==> config.mk <==
export PLATFORM = sky130hd
export DESIGN_NAME = debounce_scheduler
export DESIGN_NICKNAME = d
export VERILOG_FILES = /design/src/rtl/debounce_scheduler.sv
export SDC_FILE = /design/constraint.sdc
export NUM_CORES = 1
export LEC_CHECK = 0
export CORE_UTILIZATION = 31
export DETAILED_ROUTE_END_ITERATION = 8
export PLACE_DENSITY = 0.56
export SLEW_MARGIN = 20
export SYNTH_ARGS = -nofsm -noshare
export SYNTH_HDL_FRONTEND = slang
export SYNTH_SLANG_ARGS = --single-unit
==> constraint.sdc <==
create_clock -name clk_in -period 7 [get_ports clk_in]
set_input_delay 1.05 -clock clk_in [delete_from_list [all_inputs] [get_ports clk_in]]
set_output_delay 1.05 -clock clk_in [all_outputs]
set_load 0.05 [all_outputs]
==> src/rtl/debounce_scheduler.sv <==
// debounce_scheduler: round-robin debouncer for N_BTN buttons sharing one sample tick
module debounce_scheduler #(
  parameter int N_BTN      = 4,
  parameter int TICK_DIV   = 6250000,
  parameter int STABLE_CNT = 3,
  parameter int ACTIVE_LOW = 1,
  localparam int IW        = (N_BTN > 1) ? $clog2(N_BTN) : 1,
  localparam int DW        = $clog2(TICK_DIV)
) (
  input  logic             clk_in,
  input  logic             rst_n,
  input  logic             enable,
  input  logic [N_BTN-1:0] btn_raw,
  output logic             tick,
  output logic [IW-1:0]    scan_idx,
  output logic [N_BTN-1:0] btn_level,
  output logic [N_BTN-1:0] btn_press,
  output logic [N_BTN-1:0] btn_release
);
  typedef enum logic {IDLE, SERVE} state_t;
  state_t state;
  logic [N_BTN-1:0] s1, s2, smp;
  logic [DW-1:0] div;
  logic [3:0] cnt [N_BTN];
  logic [3:0] cnt_nx;
  logic diff, flip, div_end;
  always_comb begin
    smp     = (ACTIVE_LOW != 0) ? ~s2 : s2;
    div_end = div == DW'(TICK_DIV - 1);
    diff    = smp[scan_idx] != btn_level[scan_idx];
    cnt_nx  = cnt[scan_idx] + 4'd1;
    flip    = diff && cnt_nx == 4'(STABLE_CNT);
  end
  // synchroniser keeps running while disabled; divider and tick freeze
  always_ff @(posedge clk_in or negedge rst_n)
    if (!rst_n) begin
      s1   <= '0;
      s2   <= '0;
      div  <= '0;
      tick <= 1'b0;
    end else begin
      s1   <= btn_raw;
      s2   <= s1;
      tick <= enable && div_end;
      if (enable) div <= div_end ? '0 : div + 1'b1;
    end
  always_ff @(posedge clk_in or negedge rst_n)
    if (!rst_n) begin
      state       <= IDLE;
      scan_idx    <= '0;
      btn_level   <= '0;
      btn_press   <= '0;
      btn_release <= '0;
      for (int i = 0; i < N_BTN; i++) cnt[i] <= '0;
    end else begin
      btn_press   <= '0;
      btn_release <= '0;
      state       <= (state == IDLE && tick) ? SERVE : IDLE;
      if (state == SERVE) begin
        cnt[scan_idx] <= (diff && !flip) ? cnt_nx : 4'd0;
        scan_idx      <= (scan_idx == IW'(N_BTN - 1)) ? '0 : scan_idx + 1'b1;
        if (flip) begin
          btn_level[scan_idx]   <= smp[scan_idx];
          btn_press[scan_idx]   <= smp[scan_idx];
          btn_release[scan_idx] <= ~smp[scan_idx];
        end
      end
    end
endmodule

[Word-level counts from Yosys, hierarchy flattened]
Cells that the tools add are included.
Word-level totals
  flip-flop bits (word level): 63
  word-level logic and storage cells: 59
Cells by class
  add/sub/neg operators: 3
  magnitude comparators: 4
  equal/unequal tests: 4
  muxes and demuxes: 21
  bitwise logic cells: 6
  reductions and logical operators: 8
Operators by type and width (count)
  4-bit 2-to-1 mux: 8
  23-bit by 1-bit adder with 23-bit output, second input constant: 1
  23-bit equality test, second input constant: 1
  23-bit 2-to-1 mux: 1
  16-bit bitwise mux: 1
  4-bit bitwise AND: 2
  4-bit binary-select mux with 2-bit select: 1
  4-bit demux with 2-bit select: 1
  1-bit logical AND: 6
  4-bit by 1-bit adder with 4-bit output, second input constant: 1
  1-bit binary-select mux with 2-bit select: 2
  4-bit bitwise mux: 1
  4-bit by 2-bit equality test with 1-bit output, second input constant: 1
  1-bit 2-to-1 mux: 4
  4-bit inverter: 1
  3-bit >= comparator, second input constant: 1
  2-bit by 3-bit < comparator with 1-bit output, second input constant: 1
  3-bit by 1-bit < comparator with 1-bit output, second input constant: 1
  2-bit inverter with 3-bit output: 1
  2-bit by 1-bit adder with 2-bit output, second input constant: 1
  1-bit demux with 2-bit select: 1
  2-bit equality test, second input constant: 1
  2-bit by 1-bit >= comparator with 1-bit output, second input constant: 1
  2-bit 2-to-1 mux: 1
  other kinds (4): 5

[Longest topological paths before layout]
Gate-level depths: netlist of run 1.
  depth in word-level cells: 11
  depth in mapped cells: 7

[Least setup slack after synthesis of run 1]
No wires, ideal clock.
  path type: register to register
  start point: register scan_idx[0]
  end point: register cnt[0] in the netlist's numbering
  arrival time: 2.449 ns
  data required time: 6.875 ns
  path slack: 4.427 ns
  cell stages (with the launch flop): 7
  path buffers: 1
  cells stage by stage: dfrtp_1 buf_6 mux4_2 ha_1 xnor2_1 a311oi_1 mux2_2
On the way
  word-level cells in the longest chain between the ends: 11
  elaborated cells on any way between the ends: 21
RTL lines
  start: declaration: line 15  | output logic [IW-1:0] scan_idx,
  start signal: assignment: line 61  | scan_idx <= (scan_idx == IW'(N_BTN - 1)) ? '0 : scan_idx + 1'b1;
  2-bit inverter with 3-bit output: line 31, 60
  4-bit binary-select mux with 2-bit select: line 31  | cnt_nx = cnt[scan_idx] + 4'd1;
  4-bit 2-to-1 mux (not written as such) (2 in a row): line 31
  4-bit by 1-bit adder with 4-bit output: line 31
  4-bit by 2-bit equality test with 1-bit output: line 32  | flip = diff && cnt_nx == 4'(STABLE_CNT);
  1-bit logical AND: line 32
  1-bit logical NOT: line 60  | cnt[scan_idx] <= (diff && !flip) ? cnt_nx : 4'd0;
  1-bit logical AND: line 60
  4-bit 2-to-1 mux: line 60
  16-bit bitwise mux *: line 60
  end signal: indexed assignment: line 60
  end: declaration: line 24  | logic [3:0] cnt [N_BTN];
Mark *: on every way between the ends. The rest lies on a longest branch, timed or not. The select of a mux whose other input is x is not followed.
A chain may end at the register's enable or synchronous reset.

[Final worst setup path of run 1]
  start point: register scan_idx[0]
  end point: output scan_idx[0]
No word-level cell between the ends.

==> results.json, run 1 <==
{
  "synth_edf_count": 0,
  "multiInputGateArea_sq_um": 1270,
  "max-cap-violations": 0,
  "cts_resized": 0,
  "power_density_nw_per_um2": 234,
  "io_buffers": 21,
  "synth.top_cell.area_share": 0.541,
  "finClkSkew_ps": 9.53,
  "vias": 1959,
  "drt-initial-drc-count": 78,
  "total_power_uw": 812,
  "yosys_warnings": 0,
  "grt_overflow": 0,
  "fin_cells": 394,
  "clock_path_buffers": 2,
  "synth_area_leader_cell": "dfrtp_1",
  "maxSlewHeadroom": 0.468,
  "clk_pin_slew_ps": 80,
  "cts_root_buffer": "clkbuf_8",
  "fp.dieArea_sq_um": 9790,
  "cts_max_level": 3,
  "status": "completed",
  "p_int_uw": 623,
  "end_kind": "output pin",
  "design_area_sq_um": 3470,
  "netlist-cell-type-count": 42,
  "clkPwrFrac": 0.445,
  "critPathTopFamily": "buffers and inverters",
  "grt_pass1_wl_microns": 9320,
  "cp_data_arrival_time_ps": 1900,
  "finalSetupViolCount": 0,
  "numCtsBuffers": 9,
  "grt_pass1_vias": 1965,
  "seqCellArea_sq_um": 1580,
  "die_h_microns": 98.9,
  "ioPinCount": 22,
  "num_rows": 35,
  "clock_latency_ps": 340,
  "p_leak_uw": 0.00153,
  "p_sw_frac": 0.233,
  "postSynthCellCount": 250,
  "p_sw_uw": 189,
  "dpl_cell_area_sq_um": 3240,
  "clock_sinks": 63,
  "critical_path_class": "reg2out",
  "vdd_ir_drop_max_mv": 0.138,
  "n_antenna_cell": 0,
  "dr.pass1.iters": 4,
  "antenna_found_initial": 0,
  "drv_slew": 0,
  "antenna_left": 0,
  "async_reset_ff_frac": 1.00,
  "hold_path_class": "reg2reg",
  "fin_hold_ws_ps": 350,
  "share_seq_of_total_power": 0.496,
  "placedCellCount": 378,
  "synthToLayoutAreaGrowth_pct": 19.0,
  "post_drt_via_cell_ratio": 4.97,
  "yosys_most_used_dff": "dfrtp_1",
  "reg2reg_slack_ps": 4350,
  "synth_area_leaders": "dfrtp_1 54%, xnor2_1 5.1%, mux4_2 3.9%",
  "routabilityCongestion": 0.791,
  "critical_path.cell_chain": "clkdlybuf4s50_1",
  "fin_crit_ps": 2950,
  "initial_core_util": 0.318,
  "die_w_microns": 98.9,
  "comb_power_share": 0.060,
  "cts_setup_buffers": 0,
  "syn-num-nets": 264,
  "worstMarginPinSlew_ps": 791,
  "layout_worst_path_cycle_share": 0.421,
  "fin_setup_tns_ps": 0,
  "grtUsageTotal": 0.123,
  "nFillCells": 869,
  "ys_seq_area_frac": 0.541,
  "cts_tree": "yes",
  "rsz0062_at_grt": "no",
  "wl_per_cell_microns": 13.6,
  "drc_errors": 0,
  "crit_required_ps": 5950,
  "crit_path_start_kind": "flip-flop",
  "synth_seq_cells": 63,
  "fin_nets": 292,
  "dp_hpwl_microns": 3640,
  "drt_wl_total_microns": 5370,
  "critPathSlowestCell": "clkdlybuf4s50_1",
  "yosys-top-cells-count": "63 x dfrtp_1, 24 x nand2_1, 17 x xnor2_1",
  "grt_max_degree": 64,
  "core_sq_um": 9150,
  "cp_max_fo": 9,
  "max_stage_delay_ps": 900,
  "cts_hold_buf": 0,
  "hold_viol_final": 0,
  "synth_most_common_cell": "dfrtp_1",
  "drive_above_1_share": 0.124,
  "path_buf_inv": 1,
  "synth.cell_area_sq_um": 2910,
  "syn_avg_cell_area_sq_um": 11.7,
  "fmax_mhz": 339
}
## layer usage
metal | vias to the layer above | wire length, microns | share of wire | track usage
met5 | - | 0 | 0 | 0
met4 | 0 | 93 | 0.017 | 0.0459
met3 | 13 | 247 | 0.046 | 0.0454
met2 | 48 | 2580 | 0.48 | 0.203
met1 | 938 | 2450 | 0.46 | 0.147
li1 | 960 | - | - | -
## area by class of cell
cell class,count,area share
Clock buffer,11,0.0437
Clock inverter,5,0.0227
Inverter,9,0.00974
Multi-Input combinational cell,173,0.368
Sequential cell,63,0.455
Tap cell,111,0.0401
Timing Repair Buffer,22,0.0613
## flip-flops by register name, indices dropped and copies added, names as in the netlist
signal and cells:
cnt 16, div 23, s1 4, state 1, btn_press 4, s2 4, scan_idx 2, tick 1
btn_level 4, btn_release 4
## cell usage in the layout, fill, tap and decap left out, types with 4 or more instances in the layout
cell and n:
xnor2_1 17, o31ai_1 8, inv_1 8, nor3_1 7, and2_1 4, o21ai_0 6, nand2_1 24, and3_1 8
nand4_1 6, clkbuf_8 11, ha_1 7, a31oi_1 6, mux4_2 5, xor2_1 6, nor2_1 15, nor4_1 6
dfrtp_1 63, clkdlybuf4s50_1 20, mux2_2 9, nand3_1 11
## logic make-up (layout without fill, tap and decap cells)
group | Yosys count | after routing | share of synthesized area
compound gates | 31 | 31 | 0.0782
simple gates | 94 | 94 | 0.168
xor+xnor | 23 | 23 | 0.0692
mux | 18 | 18 | 0.0928
buf+inv | 14 | 47 | 0.0210
flops | 63 | 63 | 0.541
fa+ha+maj | 7 | 7 | 0.0301
## power groups by stage
stage	Sequential, uW	Clock [uW]	Combinational [uW]
2_1_floorplan	404	0	33.6
3_3_place_gp	410	0	49.0
3_5_place_dp	409	0	49.8
4_1_cts	402	371	50.0
5_1_grt	405	389	57.4
6_report	403	361	48.6
## worst paths after layout
check	from	end	depth (start not counted)
setup / recovery	scan_idx[0]	scan_idx[0]	1
hold / removal	s1[3]	s2[3]	0
setup reg to reg	scan_idx[0]	cnt[8]	5
hold reg to reg	s1[3]	s2[3]	0
max in group asynchronous	rst_n	div[4]	2
min in group asynchronous	rst_n	btn_press[2]	2
## through the flow
| step | setup WS (ps) | util |
|---|---|---|
| after global routing | 3960 | 0.379 |
| final | 4050 | 0.379 |
| after CTS | 4020 | 0.379 |
| after global placement | 4030 | 0.354 |
| after detailed placement | 3990 | 0.354 |
| after floorplan | 4430 | - |
(Power assumes the default switching activity.)
==> run 2, diff against run 1 <==
Clock period 7 ns to 3.1 ns, I/O delays scaled along.
==> run 2 against run 1 <==
Total power rose by 98%. Clock power up 61%. Via count is 1.1% higher. Worst hold slack got worse by 57 ps. Clock skew down 1.9 ps. Global-route usage is 0.080 points higher. Highest routed layer unchanged. Count of clock-buffer cells in the layout stayed put.
==> results.json, run 2 (synthesis results as in run 1) <==
{
  "end_kind": "flip-flop",
  "cts_hold_buf": 0,
  "hold_path_class": "in2async",
  "die_w_microns": 98.9,
  "drt_wl_total_microns": 5500,
  "regMostFlops": "div",
  "drive_above_1_share": 0.117,
  "antenna_found_initial": 0,
  "synthToLayoutAreaGrowth_pct": 16.8,
  "critical_path_class": "reg2reg",
  "hold_viol_final": 0,
  "fin_crit_ps": 2620,
  "vias": 1981,
  "worstMarginPinSlew_ps": 786,
  "nFillCells": 906,
  "ioPinCount": 22,
  "grtUsageTotal": 0.124,
  "maxSlewHeadroom": 0.476,
  "crit_required_ps": 3310,
  "rsz0062_at_grt": "no",
  "finalSetupViolCount": 0,
  "max_stage_delay_ps": 630,
  "vdd_ir_drop_max_mv": 0.266,
  "layout_worst_path_cycle_share": 0.845,
  "dp_hpwl_microns": 3780,
  "seqCellArea_sq_um": 1580,
  "max-cap-violations": 0,
  "critical_path.cell_chain": "mux4_2 > ha_1 > xnor2_1 > a311oi_1 > mux2_2",
  "clkPwrFrac": 0.363,
  "die_h_microns": 98.9,
  "finClkSkew_ps": 7.58,
  "num_rows": 35,
  "status": "completed",
  "fin_nets": 294,
  "grt_max_degree": 64,
  "dr.pass1.iters": 4,
  "cp_max_fo": 9,
  "cts_setup_buffers": 0,
  "critPathSlowestCell": "dfrtp_1",
  "fin_cells": 393,
  "numCtsBuffers": 9,
  "clock_latency_ps": 330,
  "cts_resized": 0,
  "p_int_uw": 1210,
  "clock_path_buffers": 2,
  "path_buf_inv": 0,
  "drc_errors": 0,
  "r2r_cells": 5,
  "grt_pass1_vias": 1919,
  "worstSetupPathDepth": 5,
  "drv_slew": 0,
  "final_cell_mix": "63 x dfrtp_1, 24 x nand2_1, 20 x clkdlybuf4s50_1",
  "post_drt_via_cell_ratio": 5.04,
  "initial_core_util": 0.318,
  "fin_ws_ps": 480,
  "share_seq_of_total_power": 0.568,
  "core_sq_um": 9150,
  "cts_max_level": 3,
  "p_leak_uw": 0.00151,
  "reg_top3": "div x23, cnt x16",
  "cts_tree": "yes",
  "grt_pass1_wl_microns": 9380,
  "p_sw_uw": 399,
  "cp_data_arrival_time_ps": 2830,
  "critPathTopFamily": "multiplexers",
  "n_antenna_cell": 0,
  "comb_power_share": 0.069,
  "placedCellCount": 380,
  "crit_path_start_kind": "flip-flop",
  "antenna_left": 0,
  "multiInputGateArea_sq_um": 1270,
  "final_common_cell": "dfrtp_1",
  "io_buffers": 21,
  "cts_root_buffer": "clkbuf_8",
  "grt_overflow": 0,
  "routabilityCongestion": 0.762,
  "clk_pin_slew_ps": 60,
  "fin_setup_tns_ps": 0,
  "clock_sinks": 63,
  "drt-initial-drc-count": 114,
  "wl_per_cell_microns": 14.0,
  "fp.dieArea_sq_um": 9790,
  "fmax_mhz": 382,
  "p_sw_frac": 0.249,
  "power_density_nw_per_um2": 472,
  "place_ws_ps": 550,
  "largest_reg_flops": 23
}
[run 2: cell count changes in the layout (fill, tap and decap cells not counted)]
cell | before | now
buf_4 | 1 | 3
bufinv_16 | 2 | 0
inv_6 | 1 | 0
clkbuf_1 | 0 | 1
clkbuf_8 | 11 | 10
[run 2: per-stage QoR]
stage               instance area, sq um  hold WS, ps  utilization  power (uW)
finish                              3400          293        0.372        1610
detailed placement                  3250          335        0.355        1040
floorplan                           2910          169            -         988
global placement                    3250          335        0.355        1040
global route                        3400          350        0.372        1700
CTS                                 3400          326        0.372        1640
[run 2: path summary, 6_finish.rpt]
| path | endpoint | slack [ps] | startpoint |
|---|---|---|---|
| setup / recovery | cnt[8] | 480 | scan_idx[0] |
| hold / removal | btn_press[2] | 290 | rst_n |
| hold reg to reg | s2[3] | 350 | s1[3] |
| setup reg to reg | cnt[8] | 480 | scan_idx[0] |
| max in group asynchronous | div[17] | 2280 | rst_n |
| min in group clk_in | s2[3] | 350 | s1[3] |
[run 2: cell type report]
class / instances / area share
Tap cell: 111 / 0.0408
Inverter: 9 / 0.00993
Multi-Input combinational cell: 173 / 0.375
Clock inverter: 2 / 0.00294
Timing Repair Buffer: 24 / 0.0669
Clock buffer: 11 / 0.0415
Sequential cell: 63 / 0.463
[run 2: power by group through the flow]
stage               Combinational [uW]  Sequential [uW]  Clock, uW
finish                             111              912        583
global route                       127              917        652
CTS                                112              912        611
detailed placement                 112              927          0
global placement                   110              925          0
floorplan                         75.9              912          0
[run 2: metal layers]
metal,track usage,vias to the layer above,share of wire
met1,0.154,977,0.48
li1,-,967,-
met3,0.0468,2,0.041
met2,0.201,35,0.47
met5,0,-,0
met4,0.0379,0,0.0053
